**config.mk**
```make
export PLATFORM = sky130hd
export DESIGN_NAME = fetch_unit
export DESIGN_NICKNAME = d
export VERILOG_FILES = /design/src/rtl/fetch_unit.sv
export SDC_FILE = /design/constraint.sdc
export NUM_CORES = 1
export LEC_CHECK = 0
export CORE_ASPECT_RATIO = 0.9
export CORE_MARGIN = 3
export CORE_UTILIZATION = 30
export CTS_BUF_LIST = sky130_fd_sc_hd__clkbuf_8 sky130_fd_sc_hd__clkbuf_16
export CTS_CLUSTER_DIAMETER = 60
export DETAILED_ROUTE_END_ITERATION = 12
export HOLD_SLACK_MARGIN = 0.15
export PLACE_DENSITY = 0.59
export SLEW_MARGIN = 25
export SYNTH_ARGS = -nofsm -noshare
export SYNTH_HDL_FRONTEND = slang
export SYNTH_SLANG_ARGS = --single-unit
```
**constraint.sdc**
```tcl
create_clock -name clk -period 6.2 [get_ports clk]
set_clock_uncertainty 0.1 [all_clocks]
set_input_delay 1.55 -clock clk [delete_from_list [all_inputs] [get_ports clk]]
set_output_delay 1.55 -clock clk [all_outputs]
set_load 0.02 [all_outputs]
```
**src/rtl/fetch_unit.sv**
```systemverilog
`default_nettype none
// ============================================================================
//  Module   : fetch_unit
//  Purpose  : Instruction fetch stage: owns the PC, reads instruction memory
//             over req/ack and feeds a small prefetch FIFO to the controller.
//             Define FETCH_STATS_EN to add the stall/flush counter outputs.
//  Revision : 1.0  initial release
// ============================================================================
module fetch_unit #(
    parameter int                ADDR_W   = 32,
    parameter logic [ADDR_W-1:0] RESET_PC = {ADDR_W{1'b0}},
    parameter int                PC_STEP  = 4,
    parameter int                QDEPTH   = 2
) (
    input  logic              clk,
    input  logic              reset,
    output logic              imem_req,
    output logic [ADDR_W-1:0] imem_addr,
    input  logic              imem_ack,
    input  logic [31:0]       imem_rdata,
    input  logic              dne,
    input  logic              jumping,
    input  logic [ADDR_W-1:0] jump_target,
    output logic [31:0]       instruction,
    output logic              instr_valid,
    output logic [ADDR_W-1:0] instr_pc
`ifdef FETCH_STATS_EN
    ,
    output logic [31:0]       stall_cycles,
    output logic [15:0]       flush_count
`endif
);

    localparam int                c_PTR_W = $clog2(QDEPTH);
    localparam int                c_CNT_W = c_PTR_W + 1;
    localparam logic [c_CNT_W-1:0] c_DEPTH = c_CNT_W'(QDEPTH);
    localparam logic [ADDR_W-1:0] c_STEP  = ADDR_W'(PC_STEP);

    typedef enum logic [1:0] {
        ST_REQ  = 2'd0,
        ST_WAIT = 2'd1,
        ST_DROP = 2'd2
    } state_t;

    state_t              r_state;
    logic                r_req;
    logic [ADDR_W-1:0]   r_addr;
    logic [ADDR_W-1:0]   r_pc;
    logic [c_CNT_W-1:0]  r_count;
    logic [c_PTR_W-1:0]  r_rd_ptr;
    logic [c_PTR_W-1:0]  r_wr_ptr;
    logic [31:0]         r_q_data [QDEPTH];
    logic [ADDR_W-1:0]   r_q_pc   [QDEPTH];
    logic [31:0]         r_instr;
    logic                r_valid;
    logic [ADDR_W-1:0]   r_instr_pc;

    logic                w_ack;
    logic                w_pop;
    logic                w_push;
    logic [c_CNT_W-1:0]  w_cnt_after_pop;
    logic [c_CNT_W-1:0]  w_cnt_next;
    logic                w_free;
    logic [c_PTR_W-1:0]  w_head_ptr;
    logic [31:0]         w_head_data;
    logic [ADDR_W-1:0]   w_head_pc;

    // An ack only means something while our request is actually asserted.
    assign w_ack           = imem_ack && r_req;
    assign w_pop           = dne && r_valid && !jumping;
    assign w_push          = w_ack && (r_state == ST_WAIT) && !jumping;
    assign w_cnt_after_pop = r_count - c_CNT_W'(w_pop);
    assign w_cnt_next      = jumping ? '0 : (w_cnt_after_pop + c_CNT_W'(w_push));
    assign w_free          = (w_cnt_after_pop < c_DEPTH);
    assign w_head_ptr      = r_rd_ptr + c_PTR_W'(w_pop);

    // When the queue drains to nothing this cycle, the new head is the word
    // arriving from memory rather than anything already stored.
    assign w_head_data = (w_cnt_after_pop == '0) ? imem_rdata : r_q_data[w_head_ptr];
    assign w_head_pc   = (w_cnt_after_pop == '0) ? r_pc       : r_q_pc[w_head_ptr];

    always_ff @(posedge clk) begin
        if (w_push) begin
            r_q_data[r_wr_ptr] <= imem_rdata;
            r_q_pc[r_wr_ptr]   <= r_pc;
        end
    end

    always_ff @(posedge clk) begin
        if (reset) begin
            r_state    <= ST_REQ;
            r_req      <= 1'b0;
            r_addr     <= RESET_PC;
            r_pc       <= RESET_PC;
            r_count    <= '0;
            r_rd_ptr   <= '0;
            r_wr_ptr   <= '0;
            r_instr    <= '0;
            r_valid    <= 1'b0;
            r_instr_pc <= '0;
        end else begin
            r_count <= w_cnt_next;
            r_valid <= (w_cnt_next != '0);
            if (jumping) begin
                r_rd_ptr <= '0;
                r_wr_ptr <= '0;
            end else begin
                if (w_pop) begin
                    r_rd_ptr <= r_rd_ptr + c_PTR_W'(1);
                end
                if (w_push) begin
                    r_wr_ptr <= r_wr_ptr + c_PTR_W'(1);
                end
                if (w_cnt_next != '0) begin
                    r_instr    <= w_head_data;
                    r_instr_pc <= w_head_pc;
                end
            end

            case (r_state)
                ST_REQ: begin
                    if (jumping) begin
                        r_pc <= jump_target;
                    end else if (w_free) begin
                        r_req   <= 1'b1;
                        r_addr  <= r_pc;
                        r_state <= ST_WAIT;
                    end
                end
                ST_WAIT: begin
                    if (jumping) begin
                        r_pc <= jump_target;
                        if (w_ack) begin
                            r_req   <= 1'b0;
                            r_state <= ST_REQ;
                        end else begin
                            r_state <= ST_DROP;
                        end
                    end else if (w_ack) begin
                        r_req   <= 1'b0;
                        r_pc    <= r_pc + c_STEP;
                        r_state <= ST_REQ;
                    end
                end
                ST_DROP: begin
                    // Bus must see the stale request through; its data is thrown away.
                    if (jumping) begin
                        r_pc <= jump_target;
                    end
                    if (w_ack) begin
                        r_req   <= 1'b0;
                        r_state <= ST_REQ;
                    end
                end
                default: begin
                    r_req   <= 1'b0;
                    r_state <= ST_REQ;
                end
            endcase
        end
    end

    assign imem_req    = r_req;
    assign imem_addr   = r_addr;
    assign instruction = r_instr;
    assign instr_valid = r_valid;
    assign instr_pc    = r_instr_pc;

`ifdef FETCH_STATS_EN
    logic [31:0] r_stall_cycles;
    logic [15:0] r_flush_count;

    always_ff @(posedge clk) begin
        if (reset) begin
            r_stall_cycles <= '0;
            r_flush_count  <= '0;
        end else begin
            if (dne && !r_valid && (r_stall_cycles != '1)) begin
                r_stall_cycles <= r_stall_cycles + 32'd1;
            end
            if (jumping && (r_flush_count != '1)) begin
                r_flush_count <= r_flush_count + 16'd1;
            end
        end
    end

    assign stall_cycles = r_stall_cycles;
    assign flush_count  = r_flush_count;
`endif

endmodule
`default_nettype wire

```
==> metrics.log <==
INFO  metric dieHeight = 184 µm
INFO  metric detailedRoute.firstPassIterationCount = 5
INFO  metric clock_latency = approximately 540 ps
INFO  metric worstSetupStartpointType = input pin
INFO  metric detail_route.wl_per_cell = approximately 18 µm
INFO  metric cts_hold_repair.buffers = 0
INFO  metric reg2reg_setup_slack = around 3300 ps
INFO  metric syn-num-nets = approximately 1000
INFO  metric io_pins = ~170
INFO  metric dp_slack = 1280 ps
INFO  metric gp_routability_congestion = ~0.78
INFO  metric cts_buffers = 28
INFO  metric core_area = 0.0344 mm²
INFO  metric grt_overflow = 0
INFO  metric fin_crit = 4320 ps
INFO  metric placementRows = between 60 and 70
INFO  metric die-width = about 200 µm
INFO  metric share_of_the_clock_period_used_by_the_worst_path = between 60% and 70%
INFO  metric grt_start_max_net_pins = 93
INFO  metric detail_routed_via_count_per_cell = between 4 and 5
INFO  metric synth_ff_type = sky130_fd_sc_hd__dfxtp_1
INFO  metric postCtsSetupRepairBufs = 0
INFO  metric ctsHtreeMaxLevel = 1
INFO  metric register_area_share_after_synthesis = between 60% and 70%
INFO  metric ys_warn_count = 0
INFO  metric antenna_left = 0
INFO  metric syn_area = 0.0106 mm²
INFO  metric timing.setup.tns = 0 ps
INFO  metric total_power = 0.00393 W
INFO  metric grt_first_pass_wirelength = around 44000 µm
INFO  metric num_antenna_cells = 0
INFO  metric grt_pass1_vias = about 7400
INFO  metric drt_drc_violations_left = 0
INFO  metric setup.worst_path.end_class = flop
INFO  metric setup_violations = 0
INFO  metric ctsRootBufferMaster = sky130_fd_sc_hd__clkbuf_16
INFO  metric cts_num_sinks = approximately 260
INFO  metric final_net_count = around 1200
INFO  metric area_growth = 29.3%
INFO  metric critPathMaxFanout = 65
INFO  metric edff_count_synth = 128
INFO  metric antenna_found_initial = 0
INFO  metric fraction_of_final_layout_cells_with_drive_strength_greater_than_1 = 7.40%
INFO  metric critical_path.startpoint = jumping
INFO  metric detailedPlacementHpwl = 17900 µm
INFO  metric per_instance_average_area_after_synthesis = about 11 µm²
INFO  metric finalHoldViolations = 0
INFO  metric post_synth_inst_count = a little over 900
INFO  metric clk_path_buf_depth = 3
INFO  metric ir_worst_vdd = ~0.00015 V
INFO  metric max-cap-violations = 0
INFO  metric hp-class = flop to flop
INFO  metric clk_pin_slew_worst_paths = 60 ps
INFO  metric initialDrtViolationCount = roughly 430
INFO  metric route.final.wire_length = roughly 28000 µm
INFO  metric outcome = finished, final reports clean
INFO  metric yosys_register_bits = between 200 and 300
INFO  metric grt_usage = about 15%
INFO  metric achievable_clock_frequency = about 230 MHz
INFO  metric pwr_density_cell = ~290 mW/mm²
INFO  metric tritoncts = yes
INFO  metric slew-limit-headroom = a little under a third
INFO  metric total_leakage_power = about 5.3 nW
INFO  metric ys_types = between 50 and 60
INFO  metric critPathArrivalTime = between 4000 and 5000 ps
INFO  metric worst_setup_path_category = input pin to flop
INFO  metric fp.dieArea = 0.0377 mm²
INFO  metric async_reset_ff_share = 0%
INFO  metric route.vias.total = ~7600
INFO  metric initial_utilization = between 30% and 40%
INFO  metric cts.repair.resized = 0
INFO  metric hold_path_startpoint = imem_addr[8]$_SDFFE_PP0P_
INFO  metric grt_setup_unrepaired = false
INFO  metric count_of_final_max_slew_check_failures = 0
INFO  metric worstMarginPinSlew = approximately 1000 ps
INFO  metric worst_r2r_startpoint = r_state[1]$_SDFFE_PP0P_
INFO  metric postLayoutSetupSlackWorst = about 1900 ps
INFO  metric numPortBuffers = between 150 and 200
INFO  metric cp.required = 6580 ps
## metrics by stage
step | utilization, % | hold WS (ps) | instance area, µm² | instances
6_report | 39.9 | 353 | 13700 | 1557
5_1_grt | 39.9 | 379 | 13700 | 1557
4_1_cts | 39.7 | 356 | 13700 | 1555
3_5_place_dp | 36.9 | 349 | 12700 | 1503
3_3_place_gp | 36.9 | 344 | 12700 | 1503
2_1_floorplan | - | 320 | 10600 | 932
## cell families (layout without fill, tap and decap cells)
group                    count (synthesis)  after routing  share of synthesized area (%)
multiplexers                            71             71                           6.69
XOR/XNOR                                 4              4                          0.330
AO/OA/AOI/OAI                          249            249                           15.6
buffers and inverters                   77            240                           3.11
adder cells (fa/ha/maj)                  8              8                          0.943
flip-flops                             264            264                           61.9
AND/OR/NAND/NOR                        259            259                           11.4
## synth_stat cells (3+ instances only)
master / n / area, µm²
sky130_fd_sc_hd__a2111oi_0: 5 / 43.8
sky130_fd_sc_hd__a211oi_1: 14 / 105
sky130_fd_sc_hd__a21o_1: 3 / 22.5
sky130_fd_sc_hd__a21oi_1: 50 / 250
sky130_fd_sc_hd__a22o_1: 64 / 561
sky130_fd_sc_hd__a311oi_1: 7 / 61.3
sky130_fd_sc_hd__a31oi_1: 3 / 18.8
sky130_fd_sc_hd__and2_1: 5 / 31.3
sky130_fd_sc_hd__and3_1: 5 / 31.3
sky130_fd_sc_hd__and4_1: 3 / 26.3
sky130_fd_sc_hd__buf_2: 17 / 85.1
sky130_fd_sc_hd__buf_4: 5 / 37.5
sky130_fd_sc_hd__clkbuf_1: 42 / 158
sky130_fd_sc_hd__dfxtp_1: 136 / 2720
sky130_fd_sc_hd__edfxtp_1: 128 / 3840
sky130_fd_sc_hd__ha_1: 8 / 100
sky130_fd_sc_hd__inv_1: 10 / 37.5
sky130_fd_sc_hd__mux2i_1: 71 / 711
sky130_fd_sc_hd__nand2_1: 151 / 567
sky130_fd_sc_hd__nand3_1: 9 / 45.0
sky130_fd_sc_hd__nand4_1: 5 / 31.3
sky130_fd_sc_hd__nor2_1: 30 / 113
sky130_fd_sc_hd__nor2b_1: 4 / 25.0
sky130_fd_sc_hd__nor3_1: 20 / 100
sky130_fd_sc_hd__nor4_1: 3 / 18.8
sky130_fd_sc_hd__o21ai_0: 78 / 390
sky130_fd_sc_hd__o21bai_1: 6 / 45.0
sky130_fd_sc_hd__o22ai_1: 5 / 31.3
sky130_fd_sc_hd__o32ai_1: 3 / 26.3
sky130_fd_sc_hd__or3_1: 6 / 37.5
sky130_fd_sc_hd__xor2_1: 3 / 26.3
## sequential cells by signal, summed over array words and instances (netlist names)
| signal | count |
|---|---|
| r_q_pc | 64 |
| r_rd_ptr | 1 |
| instr_pc | 32 |
| instruction | 32 |
| r_state | 2 |
| imem_req | 1 |
| r_pc | 32 |
| r_count | 2 |
| imem_addr | 32 |
| instr_valid | 1 |
| r_wr_ptr | 1 |
| r_q_data | 64 |
## power breakdown
group / switching, W / internal (W)
Clock: 0.000685 / 0.00105
Sequential: 0.0000563 / 0.00187
Combinational: 0.000152 / 0.000120
## placed cells by master (no fill, tap or decap), types with 8 or more instances in the layout
cell type / count
sky130_fd_sc_hd__inv_1: 14
sky130_fd_sc_hd__buf_4: 8
sky130_fd_sc_hd__clkbuf_16: 29
sky130_fd_sc_hd__nor2_1: 29
sky130_fd_sc_hd__nand3_1: 9
sky130_fd_sc_hd__edfxtp_1: 128
sky130_fd_sc_hd__a211oi_1: 14
sky130_fd_sc_hd__o21ai_0: 78
sky130_fd_sc_hd__clkinv_2: 11
sky130_fd_sc_hd__nand2_1: 151
sky130_fd_sc_hd__dfxtp_1: 136
sky130_fd_sc_hd__clkdlybuf4s50_1: 165
sky130_fd_sc_hd__mux2i_1: 71
sky130_fd_sc_hd__nor3_1: 17
sky130_fd_sc_hd__a21oi_1: 50
sky130_fd_sc_hd__ha_1: 8
sky130_fd_sc_hd__a22o_1: 64
## metal layers
metal | wire length (µm) | GRT usage [%] | vias to the layer above
met5 | 0 | 0 | -
met2 | 12900 | 23.9 | 200
li1 | - | - | 3723
met1 | 13600 | 20.6 | 3638
met4 | 516 | 2.94 | 0
met3 | 1510 | 2.49 | 43
## worst paths after layout
kind / endpoint / cells past startpoint
worst max-delay path: instr_pc[0]$_SDFFE_PP0P_ / 11
worst min-delay path: imem_addr[8]$_SDFFE_PP0P_ / 2
worst max register to register: instruction[20]$_SDFFE_PP0P_ / 10
worst min register to register: imem_addr[8]$_SDFFE_PP0P_ / 2
## layout make-up
cell class | count | area, µm²
clock buffers | 32 | 767
clock inverters | 20 | 194
fillers | 3320 | 20700
inverters | 10 | 37.5
multi-input cells | 591 | 3780
flip-flops and latches | 264 | 6570
well taps | 462 | 578
repair buffers | 178 | 1800
## worst max-delay path: stages
cell and delay (ps):
sky130_fd_sc_hd__clkdlybuf4s50_1 460, sky130_fd_sc_hd__buf_4 230, sky130_fd_sc_hd__nand3b_1 250, sky130_fd_sc_hd__inv_1 70, sky130_fd_sc_hd__ha_1 200, sky130_fd_sc_hd__xor2_1 530, sky130_fd_sc_hd__xor2_1 230, sky130_fd_sc_hd__nor2_1 100
sky130_fd_sc_hd__nor3_2 110, sky130_fd_sc_hd__buf_4 700, sky130_fd_sc_hd__a22o_1 250
No activity file was read; power rests on OpenSTA's default activity.
